## src/rtl/spi_cfg_pkg.sv

```systemverilog
// Shared framing constants, address map and FSM state type for the SPI config responder.
package spi_cfg_pkg;

  // Frame layout: {rw, addr[6:0], data[7:0]}, MSB first
  localparam int FRAME_BITS = 16;
  localparam int ADDR_BITS  = 7;
  localparam int DATA_BITS  = 8;
  localparam int RW_BIT     = 15;

  // Configuration address map
  localparam logic [6:0] MODE       = 7'h00;
  localparam logic [6:0] XSLIP      = 7'h06;
  localparam logic [6:0] CAMA_CTRL  = 7'h09;
  localparam logic [6:0] CAMA_SETUP = 7'h15;

  typedef enum logic [2:0] {
    ST_IDLE    = 3'd0,
    ST_ADDR    = 3'd1,
    ST_DATA    = 3'd2,
    ST_COMMIT  = 3'd3,
    ST_WAIT_SS = 3'd4
  } spi_slv_state_t;

  // True when a 7-bit frame address maps onto an implemented register
  function automatic logic addr_in_range(input logic [ADDR_BITS-1:0] addr, input int num_regs);
    return (int'(addr) < num_regs);
  endfunction

endpackage

```

## src/rtl/spi_cfg_slave_in_sync.sv

```systemverilog
// Multi-flop synchronizer for one SPI pin with optional single-cycle rise/fall pulses.
module spi_in_sync #(
  parameter int STAGES = 2,
  parameter bit EDGES  = 1'b1
) (
  input  logic clk_i,
  input  logic rst_n_i,
  input  logic d_i,
  output logic q_o,
  output logic rise_o,
  output logic fall_o
);

  logic [STAGES-1:0] sync_q;

  // Shift the asynchronous pin through the synchronizer chain
  always_ff @(posedge clk_i or negedge rst_n_i) begin
    if (!rst_n_i) begin
      sync_q <= {STAGES{1'b0}};
    end else begin
      sync_q <= {sync_q[STAGES-2:0], d_i};
    end
  end

  assign q_o = sync_q[STAGES-1];

  generate
    if (EDGES) begin : g_edge
      logic prev_q;

      // Remember the previous synchronized level for edge detection
      always_ff @(posedge clk_i or negedge rst_n_i) begin
        if (!rst_n_i) begin
          prev_q <= 1'b0;
        end else begin
          prev_q <= q_o;
        end
      end

      assign rise_o = q_o & ~prev_q;
      assign fall_o = ~q_o & prev_q;
    end else begin : g_no_edge
      assign rise_o = 1'b0;
      assign fall_o = 1'b0;
    end
  endgenerate

endmodule

```

## src/rtl/spi_cfg_slave.sv

```systemverilog
// SPI mode-0 responder for 16-bit config frames, with an 8-bit register file,
// a fabric write strobe and a registered fabric read port. SCLK is oversampled.
module spi_cfg_slave
  import spi_cfg_pkg::*;
#(
  parameter int NUM_REGS    = 32,
  parameter int SYNC_STAGES = 2,
  parameter int REG_AW      = 5
) (
  input  logic                 i_clk,
  input  logic                 i_rst_n,
  input  logic                 i_sclk,
  input  logic                 i_ss,
  input  logic                 i_mosi,
  output logic                 o_miso,
  output logic                 o_wr_stb,
  output logic [ADDR_BITS-1:0] o_wr_addr,
  output logic [DATA_BITS-1:0] o_wr_data,
  input  logic [REG_AW-1:0]    i_rd_addr,
  output logic [DATA_BITS-1:0] o_rd_data,
  output logic                 o_frame_err,
  output logic                 o_addr_err
);

  spi_slv_state_t       state_q, state_d;
  logic [4:0]           bit_cnt_q, bit_cnt_d;
  logic [DATA_BITS-1:0] rx_q, rx_d;
  logic [DATA_BITS-1:0] tx_q, tx_d;
  logic                 rw_q, rw_d;
  logic [ADDR_BITS-1:0] addr_q, addr_d;
  logic                 miso_q, miso_d;
  logic                 err_seen_q, err_seen_d;
  logic                 frame_err_q, frame_err_d;
  logic                 addr_err_q, addr_err_d;
  logic                 wr_stb_q, wr_stb_d;
  logic [ADDR_BITS-1:0] wr_addr_q, wr_addr_d;
  logic [DATA_BITS-1:0] wr_data_q, wr_data_d;
  logic [DATA_BITS-1:0] rd_data_q;
  logic [DATA_BITS-1:0] regs_q [NUM_REGS];

  logic                 sclk_rise_s, sclk_fall_s, ss_rise_s, ss_fall_s, mosi_s;
  logic                 sclk_lvl_unused_s, ss_lvl_unused_s;
  logic [1:0]           mosi_edge_unused_s;
  logic [DATA_BITS-1:0] addr_byte_s;
  logic                 commit_wr_s;
  logic                 rd_ok_s;

  spi_in_sync #(.STAGES(SYNC_STAGES), .EDGES(1'b1)) u_sync_sclk (
    .clk_i(i_clk), .rst_n_i(i_rst_n), .d_i(i_sclk),
    .q_o(sclk_lvl_unused_s), .rise_o(sclk_rise_s), .fall_o(sclk_fall_s)
  );

  spi_in_sync #(.STAGES(SYNC_STAGES), .EDGES(1'b1)) u_sync_ss (
    .clk_i(i_clk), .rst_n_i(i_rst_n), .d_i(i_ss),
    .q_o(ss_lvl_unused_s), .rise_o(ss_rise_s), .fall_o(ss_fall_s)
  );

  spi_in_sync #(.STAGES(SYNC_STAGES), .EDGES(1'b0)) u_sync_mosi (
    .clk_i(i_clk), .rst_n_i(i_rst_n), .d_i(i_mosi),
    .q_o(mosi_s), .rise_o(mosi_edge_unused_s[0]), .fall_o(mosi_edge_unused_s[1])
  );

  // Header byte as it stands once the current mosi bit is shifted in
  assign addr_byte_s = {rx_q[DATA_BITS-2:0], mosi_s};

  // Next-state, shift datapath and pulse generation for the frame FSM
  always_comb begin
    state_d     = state_q;
    bit_cnt_d   = bit_cnt_q;
    rx_d        = rx_q;
    tx_d        = tx_q;
    rw_d        = rw_q;
    addr_d      = addr_q;
    miso_d      = miso_q;
    err_seen_d  = err_seen_q;
    frame_err_d = 1'b0;
    addr_err_d  = 1'b0;
    wr_stb_d    = 1'b0;
    wr_addr_d   = wr_addr_q;
    wr_data_d   = wr_data_q;
    commit_wr_s = 1'b0;

    // The commit cycle always completes, whatever ss does on that cycle
    if (state_q == ST_COMMIT) begin
      if (!rw_q) begin
        if (addr_in_range(addr_q, NUM_REGS)) begin
          commit_wr_s = 1'b1;
          wr_stb_d    = 1'b1;
          wr_addr_d   = addr_q;
          wr_data_d   = rx_q;
        end else begin
          addr_err_d = 1'b1;
        end
      end else begin
        commit_wr_s = 1'b0;
      end
    end else begin
      commit_wr_s = 1'b0;
    end

    if (ss_fall_s) begin
      // Select re-arms the frame from any state
      state_d    = ST_ADDR;
      bit_cnt_d  = 5'd0;
      rx_d       = {DATA_BITS{1'b0}};
      tx_d       = {DATA_BITS{1'b0}};
      miso_d     = 1'b0;
      err_seen_d = 1'b0;
    end else if (ss_rise_s) begin
      // Deselect wins over a coincident sclk edge, which is dropped
      state_d = ST_IDLE;
      miso_d  = 1'b0;
      if (((state_q == ST_ADDR) || (state_q == ST_DATA)) && (bit_cnt_q != 5'd0)) begin
        frame_err_d = 1'b1;
      end else begin
        frame_err_d = 1'b0;
      end
    end else begin
      case (state_q)
        ST_IDLE: begin
          miso_d = 1'b0;
        end
        ST_ADDR: begin
          miso_d = 1'b0;
          if (sclk_rise_s) begin
            rx_d      = addr_byte_s;
            bit_cnt_d = bit_cnt_q + 5'd1;
            if (bit_cnt_q == 5'(DATA_BITS - 1)) begin
              state_d = ST_DATA;
              rw_d    = addr_byte_s[RW_BIT-DATA_BITS];
              addr_d  = addr_byte_s[ADDR_BITS-1:0];
              if (addr_byte_s[RW_BIT-DATA_BITS]) begin
                if (addr_in_range(addr_byte_s[ADDR_BITS-1:0], NUM_REGS)) begin
                  tx_d = regs_q[addr_byte_s[REG_AW-1:0]];
                end else begin
                  tx_d       = {DATA_BITS{1'b0}};
                  addr_err_d = 1'b1;
                end
              end else begin
                tx_d = {DATA_BITS{1'b0}};
              end
            end else begin
              state_d = ST_ADDR;
            end
          end else begin
            state_d = ST_ADDR;
          end
        end
        ST_DATA: begin
          if (sclk_rise_s) begin
            rx_d      = addr_byte_s;
            bit_cnt_d = bit_cnt_q + 5'd1;
            if (bit_cnt_q == 5'(FRAME_BITS - 1)) begin
              state_d = ST_COMMIT;
            end else begin
              state_d = ST_DATA;
            end
          end else if (sclk_fall_s) begin
            // Launch the next read bit half a period before the master samples it
            miso_d = rw_q ? tx_q[DATA_BITS-1] : 1'b0;
            tx_d   = {tx_q[DATA_BITS-2:0], 1'b0};
          end else begin
            state_d = ST_DATA;
          end
        end
        ST_COMMIT: begin
          miso_d  = 1'b0;
          state_d = ST_WAIT_SS;
        end
        ST_WAIT_SS: begin
          miso_d = 1'b0;
          if (sclk_rise_s && !err_seen_q) begin
            frame_err_d = 1'b1;
            err_seen_d  = 1'b1;
          end else begin
            frame_err_d = 1'b0;
          end
        end
        default: begin
          state_d = ST_IDLE;
          miso_d  = 1'b0;
        end
      endcase
    end
  end

  // FSM, datapath and registered output flops
  always_ff @(posedge i_clk or negedge i_rst_n) begin
    if (!i_rst_n) begin
      state_q     <= ST_IDLE;
      bit_cnt_q   <= 5'd0;
      rx_q        <= {DATA_BITS{1'b0}};
      tx_q        <= {DATA_BITS{1'b0}};
      rw_q        <= 1'b0;
      addr_q      <= {ADDR_BITS{1'b0}};
      miso_q      <= 1'b0;
      err_seen_q  <= 1'b0;
      frame_err_q <= 1'b0;
      addr_err_q  <= 1'b0;
      wr_stb_q    <= 1'b0;
      wr_addr_q   <= {ADDR_BITS{1'b0}};
      wr_data_q   <= {DATA_BITS{1'b0}};
    end else begin
      state_q     <= state_d;
      bit_cnt_q   <= bit_cnt_d;
      rx_q        <= rx_d;
      tx_q        <= tx_d;
      rw_q        <= rw_d;
      addr_q      <= addr_d;
      miso_q      <= miso_d;
      err_seen_q  <= err_seen_d;
      frame_err_q <= frame_err_d;
      addr_err_q  <= addr_err_d;
      wr_stb_q    <= wr_stb_d;
      wr_addr_q   <= wr_addr_d;
      wr_data_q   <= wr_data_d;
    end
  end

  // Configuration register file, written only by a committed in-range write
  always_ff @(posedge i_clk or negedge i_rst_n) begin
    if (!i_rst_n) begin
      for (int i = 0; i < NUM_REGS; i++) begin
        regs_q[i] <= {DATA_BITS{1'b0}};
      end
    end else if (commit_wr_s) begin
      regs_q[addr_q[REG_AW-1:0]] <= rx_q;
    end
  end

  generate
    if (NUM_REGS >= (1 << REG_AW)) begin : g_rd_full
      assign rd_ok_s = 1'b1;
    end else begin : g_rd_part
      assign rd_ok_s = (int'(i_rd_addr) < NUM_REGS);
    end
  endgenerate

  // Fabric read port; a same-cycle commit shows up one cycle later
  always_ff @(posedge i_clk or negedge i_rst_n) begin
    if (!i_rst_n) begin
      rd_data_q <= {DATA_BITS{1'b0}};
    end else begin
      rd_data_q <= rd_ok_s ? regs_q[i_rd_addr] : {DATA_BITS{1'b0}};
    end
  end

  assign o_miso      = miso_q;
  assign o_wr_stb    = wr_stb_q;
  assign o_wr_addr   = wr_addr_q;
  assign o_wr_data   = wr_data_q;
  assign o_rd_data   = rd_data_q;
  assign o_frame_err = frame_err_q;
  assign o_addr_err  = addr_err_q;

endmodule

```

## config.mk

```make
export PLATFORM = sky130hd
export DESIGN_NAME = spi_cfg_slave
export DESIGN_NICKNAME = d
export VERILOG_FILES = /design/src/rtl/spi_cfg_pkg.sv /design/src/rtl/spi_cfg_slave_in_sync.sv /design/src/rtl/spi_cfg_slave.sv
export SDC_FILE = /design/constraint.sdc
export NUM_CORES = 1
export LEC_CHECK = 0
export CORE_MARGIN = 3
export CORE_UTILIZATION = 30
export DETAILED_ROUTE_END_ITERATION = 10
export PLACE_DENSITY_LB_ADDON = 0.25
export SETUP_SLACK_MARGIN = 0.05
export SYNTH_ARGS = -nofsm -noshare
export SYNTH_HDL_FRONTEND = slang
export SYNTH_SLANG_ARGS = --single-unit
```

## constraint.sdc

```tcl
create_clock -name i_clk -period 2.3 [get_ports i_clk]
set_input_delay 0.46 -clock i_clk [delete_from_list [all_inputs] [get_ports i_clk]]
set_output_delay 0.46 -clock i_clk [all_outputs]
set_load 0.02 [all_outputs]
```

# == Word level (Yosys, flattened, before mapping) ==
# Cells that the tools add are included.
# totals
reg_bits,324
inputBits,10
word_cells,170
# op_classes
add_sub_neg,1
magnitude_cmp,6
n_eq_ne,15
mux,62
bitwise,14
n_reduce_logical,21
# op_table
operator,n
$bwmux 256,1
$mux 8,17
$bmux 8 s5,2
$demux 8 s5,1
$mux 1,29
$mux 5,4
$ge 6x6->1 const B,3
$not 5->6,3
$pmux 8 s2,1
$mux 3,5
$lt 7x6->1 const B,2
$pmux 3 s4,1
$ne 3x3->1 const B,3
$reduce_and 3->1,3
$ne 4x4->1 const B,2
$reduce_bool 2->1,4
$not 1->1,7
$eq 3x2->1 const B,2
$lt 6x1->1 const B,1
$reduce_and 6->1,1
$add 5x1->5 const B,1
$eq 5x3->1 const B,1
$eq 5x4->1 const B,1
$ne 5x5->1 const B,1
16 further kinds,23

# == Depth between registers and ports, before layout ==
# Gate-level depths: netlist (run 1).
# depth
ltp_word,11
mapped_depth,8
depth_no_buf,7

# == Modules after synthesis ==
# From an unflattened synthesis (run 1), not the netlist that was laid out.
# hier_totals
cells_unflattened,1088
area_unflattened_um2,16482.1
# by_module_without_submodules
mod,instances,cells_each,area_per_inst_um2,seq_area_each_um2
spi_cfg_slave,1,1073,16233.1,7907.6
spi_in_sync (u_sync_sclk ...),2,5,90.1,75.1
spi_in_sync (u_sync_mosi),1,5,68.8,50.0

# == Worst setup path after synthesis (run 1) ==
# Ideal clock, no wire load.
# synth_timing
path_kind,input to register
startpoint,in i_rd_addr[0]
endpoint,"reg rd_data_q[0], in the netlist o_rd_data[0]"
setup_time_ns,0.125
arrival_time_ns,2.203
required_time_ns,2.175
slack_ns,-0.027
stages,5
n_path_buf,2
cell_sequence,buf_2 > buf_2 > mux4_2 > mux4_2 > mux2_2
# synth_between
elab_chain_cells,4
# synth_lines
element,line,source
from (decl),spi_cfg_slave.sv:19,"input logic [REG_AW-1:0] i_rd_addr,"
$not 5->6 (not written as such),spi_cfg_slave.sv:244,rd_data_q <= rd_ok_s ? regs_q[i_rd_addr] : {DATA_BITS{1'b0}};
$bmux 8 s5,spi_cfg_slave.sv:244,
$mux 8 (not written as such) (2 in a row),spi_cfg_slave.sv:244,
to (signal assigned),spi_cfg_slave.sv:242,rd_data_q <= {DATA_BITS{1'b0}};
to (signal assigned),spi_cfg_slave.sv:244,
to (decl),spi_cfg_slave.sv:38,logic [DATA_BITS-1:0] rd_data_q;
# Every way passes these cells. The select of a mux whose other input is x is not followed.
# A chain may end at the register's enable or synchronous reset.

# == Worst setup path after layout (run 1) ==
# layout_timing
startpoint,reg u_sync_mosi.sync_q[1]
endpoint,reg tx_q[4]
# layout_between
elab_chain_cells,11
# layout_lines
element,line,source
from (decl),spi_cfg_slave_in_sync.sv:14,logic [STAGES-1:0] sync_q;
from (signal assigned),spi_cfg_slave_in_sync.sv:19,sync_q <= {STAGES{1'b0}};
from (signal assigned),spi_cfg_slave_in_sync.sv:21,"sync_q <= {sync_q[STAGES-2:0], d_i};"
$not 5->6 (not written as such),spi_cfg_slave.sv:134,tx_d = regs_q[addr_byte_s[REG_AW-1:0]];
$bmux 8 s5,spi_cfg_slave.sv:134,
$mux 8 (not written as such) (2 in a row),spi_cfg_slave.sv:134,
$mux 8 (*),spi_cfg_slave.sv:133,"if (addr_in_range(addr_byte_s[ADDR_BITS-1:0], NUM_REGS)) begin"
$mux 8 (*),spi_cfg_slave.sv:132,if (addr_byte_s[RW_BIT-DATA_BITS]) begin
$mux 8 (*),spi_cfg_slave.sv:128,if (bit_cnt_q == 5'(DATA_BITS - 1)) begin
$mux 8 (*),spi_cfg_slave.sv:125,if (sclk_rise_s) begin
$pmux 8 s2 (*),spi_cfg_slave.sv:119,case (state_q)
$mux 8 (*),spi_cfg_slave.sv:109,end else if (ss_rise_s) begin
$mux 8 (*),spi_cfg_slave.sv:101,if (ss_fall_s) begin
to (signal assigned),spi_cfg_slave.sv:193,tx_q <= {DATA_BITS{1'b0}};
to (signal assigned),spi_cfg_slave.sv:207,tx_q <= tx_d;
to (decl),spi_cfg_slave.sv:28,"logic [DATA_BITS-1:0] tx_q, tx_d;"
# Every way passes the cells marked *; elsewhere a longest branch is shown, timed or not. The select of a mux whose other input is x is not followed.

==> results of run 1 <==
logic make-up after synthesis:
group,after synthesis,synth area share
and+or+nand+nor,168,0.05593
buffers and inverters,111,0.02815
adders and majority gates,5,0.003764
muxes,434,0.3886
AOI/OAI and AO/OA,85,0.03576
DFF,324,0.4878
worst min path at each step:
stage	startpoint	end	slack, ps	cells past startpoint
finish	i_ss	u_sync_ss.sync_q[0]$_DFF_PN0_	350	1
floorplan	i_rst_n	addr_q[0]$_DFFE_PN0P_	160	0
global route	i_ss	u_sync_ss.sync_q[0]$_DFF_PN0_	320	1
detailed placement	u_sync_mosi.sync_q[0]$_DFF_PN0_	u_sync_mosi.sync_q[1]$_DFF_PN0_	340	0
CTS	i_ss	u_sync_ss.sync_q[0]$_DFF_PN0_	320	1
global placement	u_sync_mosi.sync_q[0]$_DFF_PN0_	u_sync_mosi.sync_q[1]$_DFF_PN0_	340	0
stage by stage:
stage,setup slack (ps),cell area (um2),std cells,power (mW)
after floorplan,52.56,16640,1127,6.231
after detailed placement,-55.23,18820,1914,6.634
after global placement,-34.78,18820,1914,6.626
after CTS,17.40,20160,1987,12.81
after global routing,19.64,20320,1998,13.09
final,76.76,20320,1998,12.63
registers in the layout (all words and copies together), names as in the netlist, 3 cells and up:
signal,flops
addr_q,7
bit_cnt_q,5
o_rd_data,8
o_wr_addr,7
o_wr_data,8
regs_q,256
rx_q,8
state_q,3
tx_q,8
power groups by stage:
| stage | Sequential (mW) | Clock [mW] | Combinational (mW) |
|---|---|---|---|
| after floorplan | 5.85 | 0 | 0.381 |
| after detailed placement | 5.87 | 0 | 0.768 |
| final | 5.77 | 6.07 | 0.787 |
| after global placement | 5.87 | 0 | 0.760 |
| after CTS | 5.77 | 6.26 | 0.786 |
| after global routing | 5.77 | 6.47 | 0.855 |
metal layers:
metal  vias up  wire (um)
met2       309      23570
met4         0       1343
met3        77       3010
met5         -          0
met1      5768      21950
li1       4510          -
area by class of cell:
type / count / area [um2]
fill: 5126 / 34030
sequential: 324 / 8119
multi-input combinational: 692 / 8119
timing repair buffer: 162 / 1862
clock buffer: 55 / 1126
tap: 739 / 924.6
clock inverter: 12 / 116.4
inverter: 14 / 52.55
placed cells by master (no fill, tap or decap), types with 6 or more instances in the layout:
| master | instances |
|---|---|
| a21oi_1 | 6 |
| a22oi_1 | 12 |
| clkdlybuf4s50_1 | 33 |
| nor2_2 | 13 |
| nand2b_1 | 14 |
| buf_4 | 83 |
| nand3b_1 | 9 |
| buf_12 | 39 |
| and2_1 | 6 |
| o21ai_0 | 16 |
| clkbuf_16 | 40 |
| mux4_2 | 137 |
| dfrtp_1 | 319 |
| inv_1 | 13 |
| clkbuf_1 | 7 |
| clkinv_2 | 8 |
| mux2i_1 | 23 |
| nand2_1 | 62 |
| a211o_1 | 6 |
| a22o_1 | 9 |
| nor2b_1 | 6 |
| clkbuf_8 | 9 |
| nor2_1 | 19 |
| nor3_1 | 6 |
| o211ai_1 | 12 |
| mux2_4 | 16 |
| mux2_2 | 256 |
what timing repair did:
item,in CTS,in global routing
endpoints found under the setup margin,32,65
hold buffers,1,0
gates cloned,1,1
buffers inserted,4,10
pin swaps,1,1
gates resized for setup,8,17
hold endpoints to repair,48,0
==> run metrics, run 1 <==
status=finished clean; TNS Setup=0 ps; clock power share=0.481; critical-path maximum fanout=12; All-Layer GR Usage=0.1728; first-pass GRT wire length=73,770 um; Routability Congestion=0.8161; clock slew at the register clock pins of the worst setup and hold paths=about 60 ps; met2 global-route usage=0.2759; cts bufs inserted=39; NetSw=slightly below 3 mW; DR vias/cell=5.337; share of layout cells above drive strength 1=0.5052; worst slew pin tran=579.2 ps; Min Hold Slack=about 350 ps; EDFF count, synth=0; cell mode on critical path=buf_12; Core Box Area=54,350 um2; delay of the slowest cell on the worst path=between 500 and 600 ps; Sequential Power Share=0.457; hold violation count in the final report=0; clk buf depth=3; post-DP HPWL=about 34,000 um; Die Width=between 200 and 250 um; Mapped Nets=1,142; CP Class=reg2reg; Worst slew margin=0.6139; global route hottest layer=met2; Post-DRT Antenna Nets=0; Crit path depth=6; Via Count=10,660; commonest cells in the synthesized netlist=dfrtp_1, mux2_2, mux4_2; Pint=9.682 mW; CTS tree=yes; critical path, cell by cell=buf_12 > buf_12 > mux4_2 > mux2i_1 > o21ai_1 > a211o_1; top post-synthesis cells by area=dfrtp_1, mux4_2, mux2_2; vias in the first global route=approximately 11,000; peak supply drop=between 0.4 and 0.5 mV; Die Footprint=58,260 um2; ys flop type=dfrtp_1; met1 Usage GRT=0.2375; initial antenna violation count=1; pwr dens=621.5 nW/um2; fin. max-slew vios=0; Yosys cell types=54; DRC viols=0; min Tclk post-route=2223 ps; Switching Share=0.2332; htree depth=2; synth-to-layout area growth=22.25%; drt pass-1 iters=5; endpoint of the lowest-slack register-to-register path=tx_q[4]$_DFFE_PN0P_; crit path DAT=2650 ps; synthesized cell area=16,620 um2; hold crit path type=in2reg; slowest cell on the critical path=mux4_2; Crit path required time=about 2700 ps; CTS root buf=clkbuf_16; Layout Nets=1,248; die extent in y=241.4 um; met3 Use GR=0.04076; Worst setup SP type=flip-flop; clock sink count=324; Crit. End Element=flip-flop; Setup Viol. Count Final=0; register area share after synthesis=0.4878; Tcrit/Tclk final=0.9666; reg2reg setup slack=80 ps; largest net degree at the start of global routing=59; worst skew pair latency=550 ps; Port Buffers=36; Reg-to-Reg Start=u_sync_mosi.sync_q[1]$_DFF_PN0_; RSZ-0062 raised after global routing=true; WP buf/inv=2; antenna cells=0; Worst setup endpoint=tx_q[4]$_DFFE_PN0P_; Worst R2R Path Depth=6; num rows=85; grt total ovfl=0; fin util=0.3739; Fmax achieved=0.4498 GHz; initial DRC count=about 920; Worst Setup SP=u_sync_mosi.sync_q[1]$_DFF_PN0_; most frequent cell after synthesis=dfrtp_1; DR WL/cell=24.96 um; Synth Area per Inst=roughly 15 um2; Lkg Pwr=roughly 9 nW; I/O pin count=37; #FFs+latches synth=324; Yosys warnings=0; Initial Utilization=0.3058; Gate Count Post-Synth=1,127; CP top delay family=multiplexers; ys async rst share=1.000; leading area contributor after synthesis=dfrtp_1; Comb power frac=0.062; Max-Cap Viols=0; Final Routed Wirelength=49,880 um; Clock Skew=23.11 ps; post-synth top area share=0.4878
Note: power is estimated with default switching activity, not from simulation.
==> run 2, diff against run 1 <==
Settings changed: CORE_MARGIN 3 to 2.
==> run 2 against run 1 <==
Net effect: utilization is 0.57 points higher; global-route usage grew 0.97 points; clock skew is 1.2 ps lower; sequential cell count stayed put; count of clock-buffer cells in the layout unchanged; sequential share of layout area shrank 1.1 points; worst setup slack got worse by 54 ps; clock power grew 9.6%; worst hold slack got worse by 1.6 ps; sequential power about the same; critical endpoint is now regs_q[250]$_DFFE_PN0P_; highest routed layer unchanged.
==> run metrics, run 2 (same netlist as run 1, synthesis figures left out) <==
status=finished clean; pwr dens=634.7 nW/um2; Worst Setup SP=state_q[2]$_DFFE_PN0P_; I/O pin count=37; Layout Nets=~1,300; largest net degree at the start of global routing=65; crit path DAT=about 2700 ps; Post-DRT Antenna Nets=0; CTS root buf=clkbuf_16; Crit. End Element=flip-flop; DR vias/cell=between 5 and 6; hold crit path type=reg2reg; Crit path required time=between 2000 and 3000 ps; Tcrit/Tclk final=0.9899; max reg flops=256; grt total ovfl=0; Seq. cell area=8119 um2; CTS tree=yes; Final Routed Wirelength=just over 50,000 um; Clock Skew=around 22 ps; drt pass-1 iters=5; DR WL/cell=25.13 um; critical-path maximum fanout=8; clock sink count=324; fill cell count=5,147; RSZ-0062 raised after global routing=true; worst slew pin tran=543.1 ps; peak supply drop=0.3938 mV; vias in the first global route=approximately 11,000; Worst R2R Path Depth=8; num rows=86; All-Layer GR Usage=0.1825; Worst slew margin=0.6341; Via Count=10,560; Worst setup endpoint=regs_q[250]$_DFFE_PN0P_; Setup Viol. Count Final=0; DRC viols=0; Pint=10.24 mW; antenna cells=0; Die Footprint=57,300 um2; Switching Share=0.2268; hold violation count in the final report=0; Fmax achieved=0.4392 GHz; post-DP HPWL=34,660 um; clock slew at the register clock pins of the worst setup and hold paths=50 ps; die extent in y=approximately 240 um; area of the multi-input gates=roughly 8400 um2; worst skew pair latency=560 ps; NetSw=3.004 mW; reg2reg setup slack=roughly 23 ps; endpoint of the lowest-slack register-to-register path=regs_q[250]$_DFFE_PN0P_; clk buf depth=3; Reg-to-Reg Start=state_q[2]$_DFFE_PN0P_; Lkg Pwr=9.298 nW; Largest Register=regs_q; Core Box Area=54,990 um2; initial antenna violation count=0; cts bufs inserted=38; htree depth=2; most common cell after layout, fill and taps aside=dfrtp_1; share of layout cells above drive strength 1=0.5176; Initial Utilization=0.3023; Max-Cap Viols=0; CP Class=reg2reg; Routability Congestion=0.8570; most frequent cells in the layout=dfrtp_1, mux2_2, mux4_2, buf_4, nand2_1; Sequential Power Share=0.436; clock power share=0.502; min Tclk post-route=2277 ps; Worst setup SP type=flip-flop; first-pass GRT wire length=76,700 um; Comb power frac=0.062; Min Hold Slack=346.9 ps; Die Width=239.4 um; synth-to-layout area growth=25.59%; Port Buffers=36; fin. max-slew vios=0; total chip power=approximately 13 mW; initial DRC count=847
## run 2: cell count changes in the layout (fill, tap and decap cells not counted), sizes merged
cell    change
buf        +18
bufinv      +4
clkbuf      -1
clkinv      -3
## run 2: critical path: stages (launching register included)
cell       delay (ps)
dfrtp_1           400
nand4bb_4         250
or3_4             450
buf_4             160
nor3_2            130
buf_4             200
nand2_1           100
buf_12            180
mux2_2            270
## run 2: cell type report
class | count | area share
flip-flops and latches | 324 | 0.3890
clock inverters | 13 | 0.01061
well taps | 748 | 0.04484
clock buffers | 55 | 0.05539
inverters | 14 | 0.002637
multi-input cells | 692 | 0.4002
repair buffers | 179 | 0.09734
## run 2: through the flow
step | utilization | std cells | cell area [um2] | setup TNS (ps) | worst slack, ps
after global routing | 0.3796 | 2025 | 20870 | -1161 | -37.61
after detailed placement | 0.3431 | 1931 | 18870 | -2909 | -112.1
final | 0.3796 | 2025 | 20870 | 0 | 23.19
after CTS | 0.3722 | 2019 | 20470 | 0 | 29.00
after global placement | 0.3431 | 1931 | 18870 | -1341 | -122.2
after floorplan | - | 1127 | 16640 | 0 | 52.56
## run 2: layer usage
layer	wire [um]	part of all wire	vias to the layer above	global-route usage
met3	2174	0.043	76	0.02305
met1	22880	0.45	5694	0.2540
met4	1739	0.034	0	0.06742
met5	0	0	-	0
met2	24090	0.47	254	0.2920
li1	-	-	4540	-
## run 2: worst min-delay path by stage
stage	start	endpoint	slack (ps)	depth (start not counted)
6_report	u_sync_ss.sync_q[0]$_DFF_PN0_	u_sync_ss.sync_q[1]$_DFF_PN0_	350	0
4_1_cts	i_sclk	u_sync_sclk.sync_q[0]$_DFF_PN0_	340	1
5_1_grt	i_sclk	u_sync_sclk.sync_q[0]$_DFF_PN0_	350	1
2_1_floorplan	i_rst_n	addr_q[0]$_DFFE_PN0P_	160	0
3_5_place_dp	u_sync_ss.sync_q[0]$_DFF_PN0_	u_sync_ss.sync_q[1]$_DFF_PN0_	330	0
3_3_place_gp	u_sync_sclk.sync_q[0]$_DFF_PN0_	u_sync_sclk.sync_q[1]$_DFF_PN0_	340	0
## run 2: repair_timing
item	in CTS	in global routing
endpoints found under the hold margin	41	0
gates resized for setup	12	88
hold buffers	1	0
buffers inserted	18	6
pin swaps	4	18
setup endpoints to repair	185	205
gates cloned	1	0
## run 2: power groups by stage
stage / registers (mW) / logic [mW] / clock network, mW
after floorplan: 5.85 / 0.381 / 0
after global placement: 5.89 / 0.768 / 0
after detailed placement: 5.89 / 0.774 / 0
after CTS: 5.77 / 0.822 / 6.84
after global routing: 5.78 / 0.890 / 7.04
final: 5.78 / 0.817 / 6.65
==> RTL change 1: new RTL, config.mk and constraints of run 2 <==
Set the parameter `SYNC_STAGES` to 4 (it was 2).
--- a/src/rtl/spi_cfg_slave.sv
+++ b/src/rtl/spi_cfg_slave.sv
@@ -4,7 +4,7 @@
   import spi_cfg_pkg::*;
 #(
   parameter int NUM_REGS    = 32,
-  parameter int SYNC_STAGES = 2,
+  parameter int SYNC_STAGES = 4,
   parameter int REG_AW      = 5
 ) (
   input  logic                 i_clk,
Check against the original RTL: not equivalent (Yosys sat finds a counterexample within 10 cycles, from zero or initial values and one cycle with i_rst_n low).
==> RTL change 1 against run 2 <==
  * Critical path type unchanged
  * Area after synthesis up 0.93%
  * Largest power group unchanged
  * Final area decreased by 3.2%
  * Fmax up 2.7%
  * Largest cell class is now sequential cells
  * Power is 1.8% lower
  * Final cell count fell by 3.9%
  * Sequential cell count up 6
  * Setup slack gained 60 ps
  * Clock power is 0.9% lower
  * Highest routed layer unchanged
  * Sequential power increased by 1%
  * Critical path depth down 2
  * Wire length is 6.9% lower
==> RTL change 1: results (changes against run 2) <==
* Via count at 10200 (-3.4%)
* Slew at the pin closest to its max-slew limit at 662 ps (+119 ps)
* Total Wirelength at 47.4 mm (-6.9%)
* Yosys top cell by area: dfrtp_1
* Share of cells above drive strength 1 at 0.536 (+0.0183)
* Root Driver: clkbuf_16
* First-pass GRT wire length at 72.6 mm (-5.4%)
* Crit path from: u_sync_mosi.sync_q[3]
* Crit Path Max Fanout at 15 (+7)
* Distinct cells, synth at 57 (+5.6%)
* R2R setup slack at 80 ps (+60 ps)
* CTS clk-pin slew, worst paths at 60 ps
* First DRT Iteration DRCs at 680 (-20%)
* Mapped Nets at 1095 (-4.1%)
* Max incr delay on CP at 610 ps (+160 ps)
* CTS Buf Count at 39 (+2.6%)
* Vias in the first global route at 10800 (-2.5%)
* Area contributors post-synth: dfrtp_1, mux4_2, mux2_2, mux2_4, clkbuf_1
* GPL Wtd Cong at 0.808 (-5.7%)
* Worst Clk Skew at 24.5 ps (+2.60 ps)
* Most instantiated cells after synthesis: dfrtp_1, mux2_2, mux4_2
* Antenna violations before repair at 0 (unchanged)
* Peak supply drop at 0.000391 V (-0.84%)
* Pre-CTS WS at -55.8 ps (+56.3 ps)
* Worst setup path class: reg -> reg
* Static leakage at 8.98 nW (-3.5%)
* HP Class: in -> reg
* CP max-delay cell: o311ai_0
* I/O Buffers at 36 (unchanged)
* # H-tree levels at 2 (unchanged)
* Crit path DAT at 2720 ps (+20 ps)
* Reg with most FFs: regs_q
* ANT cells at 0 (unchanged)
* Largest net degree at the start of global routing at 58 (-11%)
* Final Cycle Share at 0.964 (-0.0263)
* R2r worst-path depth at 6 (-2)
* Dpl hpwl at 33.2 mm (-4.1%)
* Total track usage at 0.170 (-0.0126)
* Fill cells at 5195 (+0.93%)
* Status: complete, no violations
* Reg2reg end: tx_q[0]
* Register area share after synthesis at 0.492 (+0.00448)
* Initial DRT Pass Iterations at 5 (unchanged)
* CTS max path bufs at 3 (unchanged)
* Clock Latency Late Sink at between 500 and 600 ps
* Fin nets at 1188 (-6.0%)
-- RTL change 1: cell count changes after synthesis, moves of 8 or more --
cell / change
nand2b_1: -9
a31o_2: +8
o22ai_1: +13
o21ai_0: -17
mux2_1: +9
buf_4: +8
nor2_2: +13
o211ai_1: -12
nand2_1: -55
-- RTL change 1: cell type report --
type	instances	area share
multi-input cells	636	0.397
well taps	748	0.0463
clock inverters	8	0.00892
clock buffers	58	0.0588
repair buffers	149	0.0765
flip-flops and latches	330	0.409
inverters	17	0.00316
-- RTL change 1: worst min path at each step --
stage / start / to / slack, ps / cells past startpoint
CTS: i_ss / u_sync_ss.sync_q[0] / 310 / 1
global placement: u_sync_mosi.sync_q[1] / u_sync_mosi.sync_q[2] / 340 / 0
finish: i_ss / u_sync_ss.sync_q[0] / 330 / 1
floorplan: i_rst_n / addr_q[0] / 160 / 0
detailed placement: u_sync_mosi.sync_q[0] / u_sync_mosi.sync_q[1] / 330 / 0
global route: i_ss / u_sync_ss.sync_q[0] / 310 / 1
-- RTL change 1: cell families after synthesis --
kind of cell / Yosys count / synth area share
AO/OA/AOI/OAI: 67 / 0.0301
XOR/XNOR: 3 / 0.00157
adder cells (fa/ha/maj): 5 / 0.00373
buffers and inverters: 114 / 0.0304
flip-flops: 330 / 0.492
multiplexers: 449 / 0.400
AND/OR/NAND/NOR: 112 / 0.0417
-- RTL change 1: metrics by stage --
stage | cells | TNS [ps] | cell area (um^2) | hold WS (ps) | utilization
floorplan | 1080 | 0 | 16800 | 164 | -
global placement | 1874 | -193 | 18800 | 337 | 0.340
detailed placement | 1874 | -277 | 18800 | 335 | 0.340
CTS | 1941 | 0 | 20100 | 307 | 0.365
global route | 1946 | 0 | 20200 | 310 | 0.366
finish | 1946 | 0 | 20200 | 334 | 0.366
-- RTL change 1: worst max-delay path, delay by kind of cell (launching register included) --
family / cells / cell delay [ps]
flops: 1 / 560
mux: 2 / 420
buf+inv: 2 / 420
compound gates: 2 / 760
-- RTL change 1: per-layer routing --
| metal | part of all wire | vias up | global-route usage |
|---|---|---|---|
| li1 | - | 4347 | - |
| met2 | 0.50 | 227 | 0.283 |
| met5 | 0 | - | 0 |
| met4 | 0.028 | 0 | 0.0591 |
| met1 | 0.43 | 5556 | 0.222 |
| met3 | 0.044 | 73 | 0.0305 |
-- RTL change 1: what timing repair did --
action                                  4_1_cts  5_1_grt
buffers inserted                              0        5
endpoints found under the setup margin        0       14
resized for setup                             0        2
hold endpoints to repair                     49        0
hold buffers                                  1        0
-- RTL change 1: power breakdown --
group / total [mW] / switching [mW] / internal [mW]
Sequential: 5.85 / 0.0181 / 5.83
Combinational: 0.575 / 0.353 / 0.223
Clock: 6.59 / 2.47 / 4.12
==> RTL change 2: new RTL, config.mk and constraints of run 2 <==
Without the edit above. Remove the register `rd_data_q`: a continuous assignment takes its place, so the output `o_rd_data` follows one clock earlier.
--- a/src/rtl/spi_cfg_slave.sv
+++ b/src/rtl/spi_cfg_slave.sv
@@ -237,13 +237,7 @@
   endgenerate
 
   // Fabric read port; a same-cycle commit shows up one cycle later
-  always_ff @(posedge i_clk or negedge i_rst_n) begin
-    if (!i_rst_n) begin
-      rd_data_q <= {DATA_BITS{1'b0}};
-    end else begin
-      rd_data_q <= rd_ok_s ? regs_q[i_rd_addr] : {DATA_BITS{1'b0}};
-    end
-  end
+  assign rd_data_q = rd_ok_s ? regs_q[i_rd_addr] : {DATA_BITS{1'b0}};
 
   assign o_miso      = miso_q;
   assign o_wr_stb    = wr_stb_q;
Check against the original RTL: same outputs for any inputs over 4 cycles, from zero or initial values and one cycle with i_rst_n low; that may be too few to reach the edited logic, so the function may still have changed.
==> RTL change 2 against run 2 <==
  * The flow now finishes with violations (setup timing)
  * Sequential cell count fell by 8
  * Final area fell by 1.5%
  * Core utilization rose by 0.38 points
  * Power fell by 5.4%
  * Critical path depth fell by 4
  * Setup slack got worse by 660 ps
  * Area after synthesis fell by 2.6%
  * Clock power fell by 8.3%
  * First-iteration DRC count rose by 1.9%
  * Wire length rose by 2.0%
  * Die area fell by 2.6%
  * Critical endpoint is now o_rd_data[5]
==> RTL change 2: results (changes against run 2) <==
* Rel. slew slack at 0.561 (-0.0735)
* Final WS setup at -640 ps (-663 ps)
* Static leakage at 9.40 nW (+1.1%)
* Mapped Nets at 1092 (-4.4%)
* CP max-delay cell: mux4_2
* Crit path DAT at 2480 ps (-220 ps)
* RR Startpoint: u_sync_mosi.sync_q[1]
* First-pass GRT wire length at 76.7 mm (about the same)
* Share of cells above drive strength 1 at 0.579 (+0.0612)
* Syn Area/Cell at 15.0 um^2 (+1.9%)
* GPL Wtd Cong at 0.873 (+1.9%)
* Antenna violations before repair at 1 (+1)
* Async SR Flop Fraction at 1.00 (unchanged)
* R2r worst-path depth at 7 (-1)
* R2R setup slack at 90 ps (+70 ps)
* Peak supply drop at 0.000570 V (+45%)
* # setup viols final at 8 (+8)
* Fill cells at 5122 (-0.49%)
* Status: complete, but fails checks
* Initial DRT Pass Iterations at 6 (+1)
* Fin nets at 1291 (+2.1%)
* Placed Cells incl. Taps at 1913 (-0.93%)
* Vias in the first global route at 10900 (-2.1%)
* Sw Share at 0.242 (+0.0150)
* First DRT Iteration DRCs at 863 (+1.9%)
* Worst Hold Launch: u_sync_mosi.sync_q[0]
* Max incr delay on CP at 530 ps (+80 ps)
* Cell Count, Final, Fillers Out at 2002 (-1.1%)
* Failing checks: setup timing
* Cell Area, Placed at 0.0190 mm^2 (+0.82%)
* Reg2reg end: tx_q[1]
* Distinct cells, synth at 52 (-3.7%)
* Register area share after synthesis at 0.488 (+0.000641)
* Most instantiated cells after synthesis: dfrtp_1, mux2_2, mux4_2
* Total track usage at 0.188 (+0.00533)
## RTL change 2: logic make-up (layout without fill, tap and decap cells)
| family | Yosys count | in the layout | share of synthesized area |
|---|---|---|---|
| multiplexers | 434 | 434 | 0.400 |
| flip-flops | 316 | 316 | 0.488 |
| AND/OR/NAND/NOR | 147 | 147 | 0.0482 |
| buffers and inverters | 102 | 331 | 0.0257 |
| AO/OA/AOI/OAI | 71 | 71 | 0.0322 |
| adder cells (fa/ha/maj) | 5 | 5 | 0.00386 |
| XOR/XNOR | 2 | 2 | 0.00108 |
## RTL change 2: metal layers
metal / share of wire / wire [um] / global-route usage / up-vias
li1: - / - / - / 4514
met1: 0.44 / 22800 / 0.260 / 5754
met2: 0.46 / 23700 / 0.283 / 357
met3: 0.084 / 4370 / 0.0600 / 68
met4: 0.021 / 1090 / 0.0510 / 0
met5: 0 / 0 / 0 / -
## RTL change 2: worst max-delay path by stage
stage,cells past startpoint,endpoint,slack [ps],start
after detailed placement,6,o_rd_data[5],-960,i_rd_addr[0]
after global routing,4,o_rd_data[5],-670,regs_q[5]
after CTS,4,o_rd_data[5],-650,regs_q[5]
after global placement,6,o_rd_data[6],-950,i_rd_addr[0]
final,4,o_rd_data[5],-640,regs_q[5]
after floorplan,5,o_rd_data[0],-160,i_rd_addr[0]
## RTL change 2: timing repair
item | CTS | global route
setup buffers | 9 | 6
resized for setup | 59 | 17
endpoints found under the hold margin | 33 | 0
pin swaps | 0 | 1
endpoints found under the setup margin | 17 | 121
hold buffers | 1 | 0
gates cloned | 0 | 1
## RTL change 2: final cells by class
| class | count | area [um^2] | share of cell area |
|---|---|---|---|
| Timing Repair Buffer | 250 | 2480 | 0.120 |
| Tap cell | 696 | 871 | 0.0424 |
| Clock inverter | 15 | 104 | 0.00505 |
| Sequential cell | 316 | 7930 | 0.386 |
| Clock buffer | 57 | 1170 | 0.0572 |
| Multi-Input combinational cell | 659 | 7960 | 0.387 |
| Inverter | 9 | 33.8 | 0.00164 |
## RTL change 2: worst max-delay path, delay by kind of cell, from the launching register on
kind	cells	cell delay, ps
flip-flops	1	440
multiplexers	3	1340
buffers and inverters	1	140
## RTL change 2: through the flow
stage	utilization	setup WS (ps)	hold WS, ps
2_1_floorplan	-	-156	164
3_3_place_gp	0.355	-948	343
3_5_place_dp	0.355	-955	338
4_1_cts	0.381	-655	332
5_1_grt	0.383	-670	338
6_report	0.383	-640	351
## RTL change 2: power groups by stage
| stage | Clock, mW | Combinational, mW | Sequential [mW] |
|---|---|---|---|
| after global routing | 6.53 | 0.859 | 5.64 |
| after floorplan | 0 | 0.432 | 5.70 |
| after global placement | 0 | 0.763 | 5.74 |
| after CTS | 6.27 | 0.783 | 5.64 |
| final | 6.10 | 0.790 | 5.64 |
| after detailed placement | 0 | 0.771 | 5.74 |
